===== config.mk =====
export PLATFORM = sky130hd
export DESIGN_NAME = cpu_ctrl_fsm
export DESIGN_NICKNAME = d
export VERILOG_FILES = /design/src/rtl/cpu_ctrl_fsm.sv
export SDC_FILE = /design/constraint.sdc
export NUM_CORES = 1
export LEC_CHECK = 0
export CORE_MARGIN = 2
export CORE_UTILIZATION = 47
export CTS_CLUSTER_DIAMETER = 200
export DETAILED_ROUTE_END_ITERATION = 12
export PLACE_DENSITY = 0.79
export SYNTH_ARGS = -nofsm -noshare
export SYNTH_HDL_FRONTEND = slang
export SYNTH_SLANG_ARGS = --single-unit
export TNS_END_PERCENT = 50

===== constraint.sdc =====
create_clock -name clk -period 4.47 [get_ports clk]
set_input_delay 0.447 -clock clk [delete_from_list [all_inputs] [get_ports clk]]
set_output_delay 0.447 -clock clk [all_outputs]
set_load 0.02 [all_outputs]

===== src/rtl/cpu_ctrl_fsm.sv =====
//==============================================================================
// Module      : cpu_ctrl_fsm
// Description : Multi-cycle control sequencer. Steps each instruction through
//               FETCH, DECODE, EXEC, MEM and WB. The one-hot operation class
//               latched in DECODE selects the path. The block drives the
//               datapath and memory-port enables.
//               Optional feature macro: CTRL_TRAP_EN. When it is defined, an
//               illegal class traps. When it is undefined, an illegal class
//               executes as a NOP.
// Revision    : 1.0 - initial release
//==============================================================================
`default_nettype none

module cpu_ctrl_fsm (
    input  logic       clk,
    input  logic       rst_n,
    input  logic [6:0] op_class,
    input  logic       cond_true,
    input  logic       mem_ready,
    output logic [2:0] state,
    output logic       mem_req,
    output logic       mem_we,
    output logic       mem_addr_sel,
    output logic       ir_we,
    output logic       pc_we,
    output logic [1:0] pc_sel,
    output logic       reg_we,
    output logic       wb_sel,
    output logic       flags_we,
    output logic       sp_inc,
    output logic       sp_dec,
    output logic       retire,
    output logic       illegal
);

    // Bit positions of the decoder class flags
    localparam int c_ALU  = 0;
    localparam int c_CMP  = 1;
    localparam int c_JMP  = 2;
    localparam int c_LD   = 3;
    localparam int c_STR  = 4;
    localparam int c_CALL = 5;
    localparam int c_RET  = 6;

    typedef enum logic [2:0] {
        S_FETCH  = 3'd0,
        S_DECODE = 3'd1,
        S_EXEC   = 3'd2,
        S_MEM    = 3'd3,
        S_WB     = 3'd4,
        S_TRAP   = 3'd5
    } state_t;

    state_t     r_state;
    state_t     w_next;
    logic [6:0] r_op_q;
    logic       w_illegal_op;

    logic       w_mem_req, w_mem_we, w_mem_addr_sel, w_ir_we, w_pc_we;
    logic [1:0] w_pc_sel;
    logic       w_reg_we, w_wb_sel, w_flags_we, w_sp_inc, w_sp_dec, w_retire;

    // A legal class has exactly one flag set.
    assign w_illegal_op = (r_op_q == 7'd0) || ((r_op_q & (r_op_q - 7'd1)) != 7'd0);

    // State register and latch of the class flags at DECODE
    always_ff @(posedge clk or negedge rst_n) begin
        if (!rst_n) begin
            r_state <= S_FETCH;
            r_op_q  <= 7'd0;
        end else begin
            r_state <= w_next;
            if (r_state == S_DECODE) begin
                r_op_q <= op_class;
            end
        end
    end

`ifdef CTRL_TRAP_EN
    logic r_illegal;

    // Sticky illegal flag. It is set on entry to TRAP and only reset clears it.
    always_ff @(posedge clk or negedge rst_n) begin
        if (!rst_n) begin
            r_illegal <= 1'b0;
        end else if (r_state == S_EXEC && w_illegal_op) begin
            r_illegal <= 1'b1;
        end
    end

    assign illegal = r_illegal;
`else
    assign illegal = 1'b0;
`endif

    // Next-state and enable decode. mem_req and mem_addr_sel depend on state only.
    always_comb begin
        w_next         = r_state;
        w_mem_req      = 1'b0;
        w_mem_we       = 1'b0;
        w_mem_addr_sel = 1'b0;
        w_ir_we        = 1'b0;
        w_pc_we        = 1'b0;
        w_pc_sel       = 2'd0;
        w_reg_we       = 1'b0;
        w_wb_sel       = 1'b0;
        w_flags_we     = 1'b0;
        w_sp_inc       = 1'b0;
        w_sp_dec       = 1'b0;
        w_retire       = 1'b0;
        case (r_state)
            S_FETCH: begin
                w_mem_req = 1'b1;
                if (mem_ready) begin
                    w_ir_we = 1'b1;
                    w_next  = S_DECODE;
                end
            end
            S_DECODE: begin
                w_next = S_EXEC;
            end
            S_EXEC: begin
                if (w_illegal_op) begin
`ifdef CTRL_TRAP_EN
                    w_next   = S_TRAP;
`else
                    w_pc_we  = 1'b1;
                    w_retire = 1'b1;
                    w_next   = S_FETCH;
`endif
                end else if (r_op_q[c_ALU]) begin
                    w_next = S_WB;
                end else if (r_op_q[c_CMP]) begin
                    w_flags_we = 1'b1;
                    w_pc_we    = 1'b1;
                    w_retire   = 1'b1;
                    w_next     = S_FETCH;
                end else if (r_op_q[c_JMP]) begin
                    w_pc_we  = 1'b1;
                    w_pc_sel = cond_true ? 2'd1 : 2'd0;
                    w_retire = 1'b1;
                    w_next   = S_FETCH;
                end else begin
                    w_next = S_MEM;
                end
            end
            S_MEM: begin
                w_mem_req      = 1'b1;
                w_mem_addr_sel = 1'b1;
                w_mem_we       = r_op_q[c_STR] | r_op_q[c_CALL];
                if (mem_ready) begin
                    if (r_op_q[c_LD]) begin
                        w_next = S_WB;
                    end else if (r_op_q[c_STR]) begin
                        w_pc_we  = 1'b1;
                        w_retire = 1'b1;
                        w_next   = S_FETCH;
                    end else if (r_op_q[c_CALL]) begin
                        w_sp_dec = 1'b1;
                        w_pc_we  = 1'b1;
                        w_pc_sel = 2'd1;
                        w_retire = 1'b1;
                        w_next   = S_FETCH;
                    end else begin
                        // Return: pop the stack and load the PC from read data.
                        w_sp_inc = 1'b1;
                        w_pc_we  = 1'b1;
                        w_pc_sel = 2'd2;
                        w_retire = 1'b1;
                        w_next   = S_FETCH;
                    end
                end
            end
            S_WB: begin
                w_reg_we = 1'b1;
                w_wb_sel = r_op_q[c_LD];
                w_pc_we  = 1'b1;
                w_retire = 1'b1;
                w_next   = S_FETCH;
            end
            S_TRAP: begin
`ifdef CTRL_TRAP_EN
                w_next = S_TRAP;
`else
                w_next = S_FETCH;
`endif
            end
            default: begin
                w_next = S_FETCH;
            end
        endcase
    end

    // While reset is low, force every output to 0 without waiting for a clock edge.
    assign state        = r_state;
    assign mem_req      = rst_n & w_mem_req;
    assign mem_we       = rst_n & w_mem_we;
    assign mem_addr_sel = rst_n & w_mem_addr_sel;
    assign ir_we        = rst_n & w_ir_we;
    assign pc_we        = rst_n & w_pc_we;
    assign pc_sel       = rst_n ? w_pc_sel : 2'd0;
    assign reg_we       = rst_n & w_reg_we;
    assign wb_sel       = rst_n & w_wb_sel;
    assign flags_we     = rst_n & w_flags_we;
    assign sp_inc       = rst_n & w_sp_inc;
    assign sp_dec       = rst_n & w_sp_dec;
    assign retire       = rst_n & w_retire;

endmodule

`default_nettype wire


# Yosys cells after proc, flatten, opt, wreduce, memory -nomap -nowiden
# Index checks and enable logic that the tools add are counted.
[op_classes]
n_addsub = 1
n_eq_ne = 6
mux = 47
n_bitwise = 12
reduce_logical = 6
[ops]
columns = ["cell", "n"]
rows = [
  ["2-to-1 mux 1 bit", 32],
  ["2-to-1 mux 3 bit", 5],
  ["2-to-1 mux 2 bit", 7],
  ["case mux 3 bit (4 select lines)", 1],
  ["AND 1 bit", 10],
  ["AND 7 bit", 1],
  ["zero test 7 bit", 1],
  ["nonzero test 7 bit", 1],
  ["subtractor 7 x 1 -> 7 bit (second input constant)", 1],
  ["equality test 3 x 2 -> 1 bit (second input constant)", 2],
  ["inequality test 2 bit (second input constant)", 2],
  ["case mux 2 bit (2 select lines)", 1],
  ["equality test 3 x 1 -> 1 bit (second input constant)", 1],
  ["equality test 3 bit (second input constant)", 1],
  ["zero test 3 bit", 1],
  ["case mux 1 bit (3 select lines)", 1],
  ["AND reduction 2 bit", 1],
  ["OR reduction 2 bit", 1],
  ["logical OR 1 bit", 1],
  ["OR 1 bit", 1],
]
[word_totals]
reg_bits = 10
inputBits = 11
output_inout_bits = 17

# Depth between registers and ports, before layout
[depth]
word_depth = 7
ltp_mapped = 6
depth_no_buf = 4

# Least setup slack after synthesis
# Ideal clock, no wire load.
[synth_timing]
path_type = "register to output"
from = "register r_op_q[0]"
to = "output port flags_we"
arrival_time_ns = 1.917
t_required_ns = 4.023
setup_slack_ns = 2.106
path_stages_with_launch = 6
cell_sequence = "dfrtp_1 > buf_6 > or3_4 > nor4b_2 > o31ai_1 > nor4_1"
[synth_between]
elab_chain_cells = 7
word_cells_on_any_way = 9
classes_between = "1 x add/sub; 3 x mux; 2 x bitwise; 3 x reduce/logical"
[synth_rtl]
columns = ["element", "line", "text"]
rows = [
  ["start: declaration", "56", "logic [6:0] r_op_q;"],
  ["start signal: assignment", "74", "r_op_q <= op_class;"],
  ["subtractor 7 x 1 -> 7 bit", "64", "assign w_illegal_op = (r_op_q == 7'd0) || ((r_op_q & (r_op_q - 7'd1)) != 7'd0);"],
  ["AND 7 bit", "64", ""],
  ["nonzero test 7 bit", "64", ""],
  ["logical OR 1 bit", "64", ""],
  ["2-to-1 mux 1 bit (*)", "123", "if (w_illegal_op) begin"],
  ["2-to-1 mux 1 bit (*)", "111", "case (r_state)"],
  ["AND 1 bit (*)", "204", "assign flags_we = rst_n & w_flags_we;"],
  ["end: declaration", "29", "output logic flags_we,"],
]
# Mark *: on every way between the ends. The rest lies on a longest branch, timed or not.

# Worst setup path after layout
# Ends and elaborated chain as after synthesis.

==> results_dict.tcl <==
set metrics [dict create \
    ys_ff_latch 10 \
    syn2layout_area_growth_pct 31.4 \
    rsz0062_at_grt "false" \
    hp-class "in2async" \
    syn_area_um2 785 \
    grt_busiest_layer "met2" \
    cts_tree "done" \
    dpl_cell_area_mm2 0.00101 \
    cp_max_fo 10 \
    drt-initial-drc-count 14 \
    die_height_um 44.9 \
    cts.path.max_buffers 2 \
    synth_top_area_frac 0.319 \
    setup_viol 0 \
    nets 121 \
    antenna_found_initial 0 \
    finalClockSkew_ns 0.00941 \
    coreArea_mm2 0.00154 \
    p_int_mw 0.347 \
    grt_max_degree 17 \
    clk_latency_ns 0.28 \
    slew_headroom 0.497 \
    grt_usage 0.205 \
    worstSetupPathType "reg2out" \
    io_buffers 26 \
    utilization 0.669 \
    totalWireLength_um 1790 \
    dr_total_vias 733 \
    period_needed_ns 3.04 \
    synth_warnings 0 \
    syn_avg_cell_area_um2 9.02 \
    fmax_mhz 328 \
    clockRootBuffer "clkbuf_4" \
    grtUsageMet3 0.0400 \
    yosysTopAreaCell "dfrtp_1" \
    finalSetupTns_ns 0 \
    rows 14 \
    p_sw_mw 0.319 \
    final_hold_viol_count 0 \
    synth-edff-count 0 \
    clk_pin_slew_ns 0.07 \
    power_mw 0.666 \
    synth.most_common_cell "dfrtp_1" \
    switching_share 0.480 \
    drv_slew 0 \
    cts_buffers 3 \
    drt.antenna.violating_nets 0 \
    antennaDiodeCount 0 \
    postCtsSetupBuffers 0 \
    p_leak_nw 0.402 \
    dp_hpwl_um 1330 \
    fillers 138 \
    htree_levels 1 \
    powerDensity_mw_per_mm2 646 \
    grt_pass1_vias 674 \
    postSynthCellCount 87 \
    finalInstanceArea_mm2 0.00103 \
    tightestPinTransition_ns 0.753 \
    cts.repair.resized 0 \
    via_per_inst 5.91 \
    cp.arrival_ns 2.60 \
    dieWidth_um 44.9 \
    grtUsageMet2 0.342 \
    p_clk_frac 0.100 \
    drv_cap 0 \
    die-area_mm2 0.00201 \
    peakVddDrop_mv 0.356 \
    ys_seq_area_frac 0.319 \
    crit_required_ns 4.02 \
    grt_pass1_wl_um 2970 \
    place_congestion 0.821 \
    drive_gt1_frac 0.0833 \
    use_met1 0.251 \
    run_status "complete, no violations" \
    combPwrFrac 0.555 \
    drc 0 \
    wire_per_inst_um 14.5 \
    start_kind "register" \
    place_inst 121 \
    power_frac_seq 0.345 \
    end_kind "primary output" \
    final_cells 124 \
    synth_flop_cell "dfrtp_1" \
    cts.sinks 10 \
    synth_area_leaders "dfrtp_1 32%, mux2_1 7.2%, nor2b_1 5.6%, o31ai_1 3.8%, buf_6 2.9%" \
    drt-pass1-iter-count 4 \
    synth.distinct_cells 39 \
    synth_async_sr_flop_share 1.00 \
    grt_overflow 0 \
    synth_common_cells "10 x dfrtp_1, 7 x nor2b_1, 5 x mux2_1, 5 x nand2_1, 5 x nor2_1" \
    syn_nets 98 \
    io_pins 28 \
    initial_utilization 0.509 \
    fin_crit_sh 0.681 \
    hold_buffers 0 \
]
[power groups by stage]
stage / registers, mW / clock network [mW] / logic (mW)
6_report: 0.230 / 0.0664 / 0.370
3_3_place_gp: 0.225 / 0 / 0.357
4_1_cts: 0.227 / 0.0643 / 0.372
3_5_place_dp: 0.230 / 0 / 0.369
5_1_grt: 0.240 / 0.0672 / 0.406
2_1_floorplan: 0.187 / 0 / 0.318
[metal layers]
metal,up-vias,part of all wire
met5,-,0
met1,347,0.44
met4,0,0.021
met2,24,0.49
li1,358,-
met3,4,0.049
[cells by family (layout without fill, tap and decap cells)]
logic type / Yosys count / count (layout) / synth area share
simple gates: 36 / 36 / 0.278
flops: 10 / 10 / 0.319
other cells: 1 / 1 / 0.00478
mux: 5 / 5 / 0.0718
compound gates: 20 / 20 / 0.201
xor+xnor: 2 / 2 / 0.0223
buf+inv: 12 / 33 / 0.0909
fa+ha+maj: 1 / 1 / 0.0128
[layout make-up]
cell class	count	area, um2	area share
well taps	16	20.0	0.0194
repair buffers	26	260	0.252
clock buffers	3	22.5	0.0218
flip-flops and latches	10	250	0.243
multi-input cells	65	463	0.449
inverters	4	15.0	0.0146
[registers in the layout, summed over array words and instances, names as in the netlist]
| signal | count |
|---|---|
| state | 3 |
| r_op_q | 7 |
[critical path: stages, from the launching register on]
cell	delay, ns
dfrtp_1	0.48
maj3_1	0.38
o31ai_1	0.30
o31ai_1	0.21
nor4_1	0.27
clkdlybuf4s50_1	0.67
[per-stage QoR]
stage | hold WS [ns] | worst slack (ns)
6_report | 0.550 | 1.43
4_1_cts | 0.588 | 1.43
5_1_grt | 0.612 | 1.31
2_1_floorplan | 0.151 | 2.11
3_5_place_dp | 0.585 | 1.43
3_3_place_gp | 0.558 | 1.50
[final timing paths]
| check | startpoint | slack, ns | to | cells past startpoint |
|---|---|---|---|---|
| max | r_op_q[0] | 1.43 | flags_we | 5 |
| min | rst_n | 0.55 | r_op_q[0] | 1 |
| max reg2reg | state[0] | 2.50 | r_op_q[6] | 3 |
| min reg2reg | state[0] | 0.60 | state[0] | 1 |
| max in group asynchronous | rst_n | 3.51 | r_op_q[5] | 1 |
| min in group clk | state[0] | 0.60 | state[0] | 1 |
[layout by cell type, fill, tap and decap left out, types with 2 or more instances in the layout]
master,instances
nand4_1,2
a21oi_1,2
o31ai_1,4
dfrtp_1,10
nor3b_1,2
nand2_1,5
clkdlybuf4s50_1,26
o21bai_1,2
o21ai_1,3
mux2_1,5
nor3_1,3
xor2_1,2
inv_1,4
nand3_1,2
clkbuf_4,3
and3_1,2
nor2b_1,7
nor2_1,5
Power figures use the tool's default switching activity.
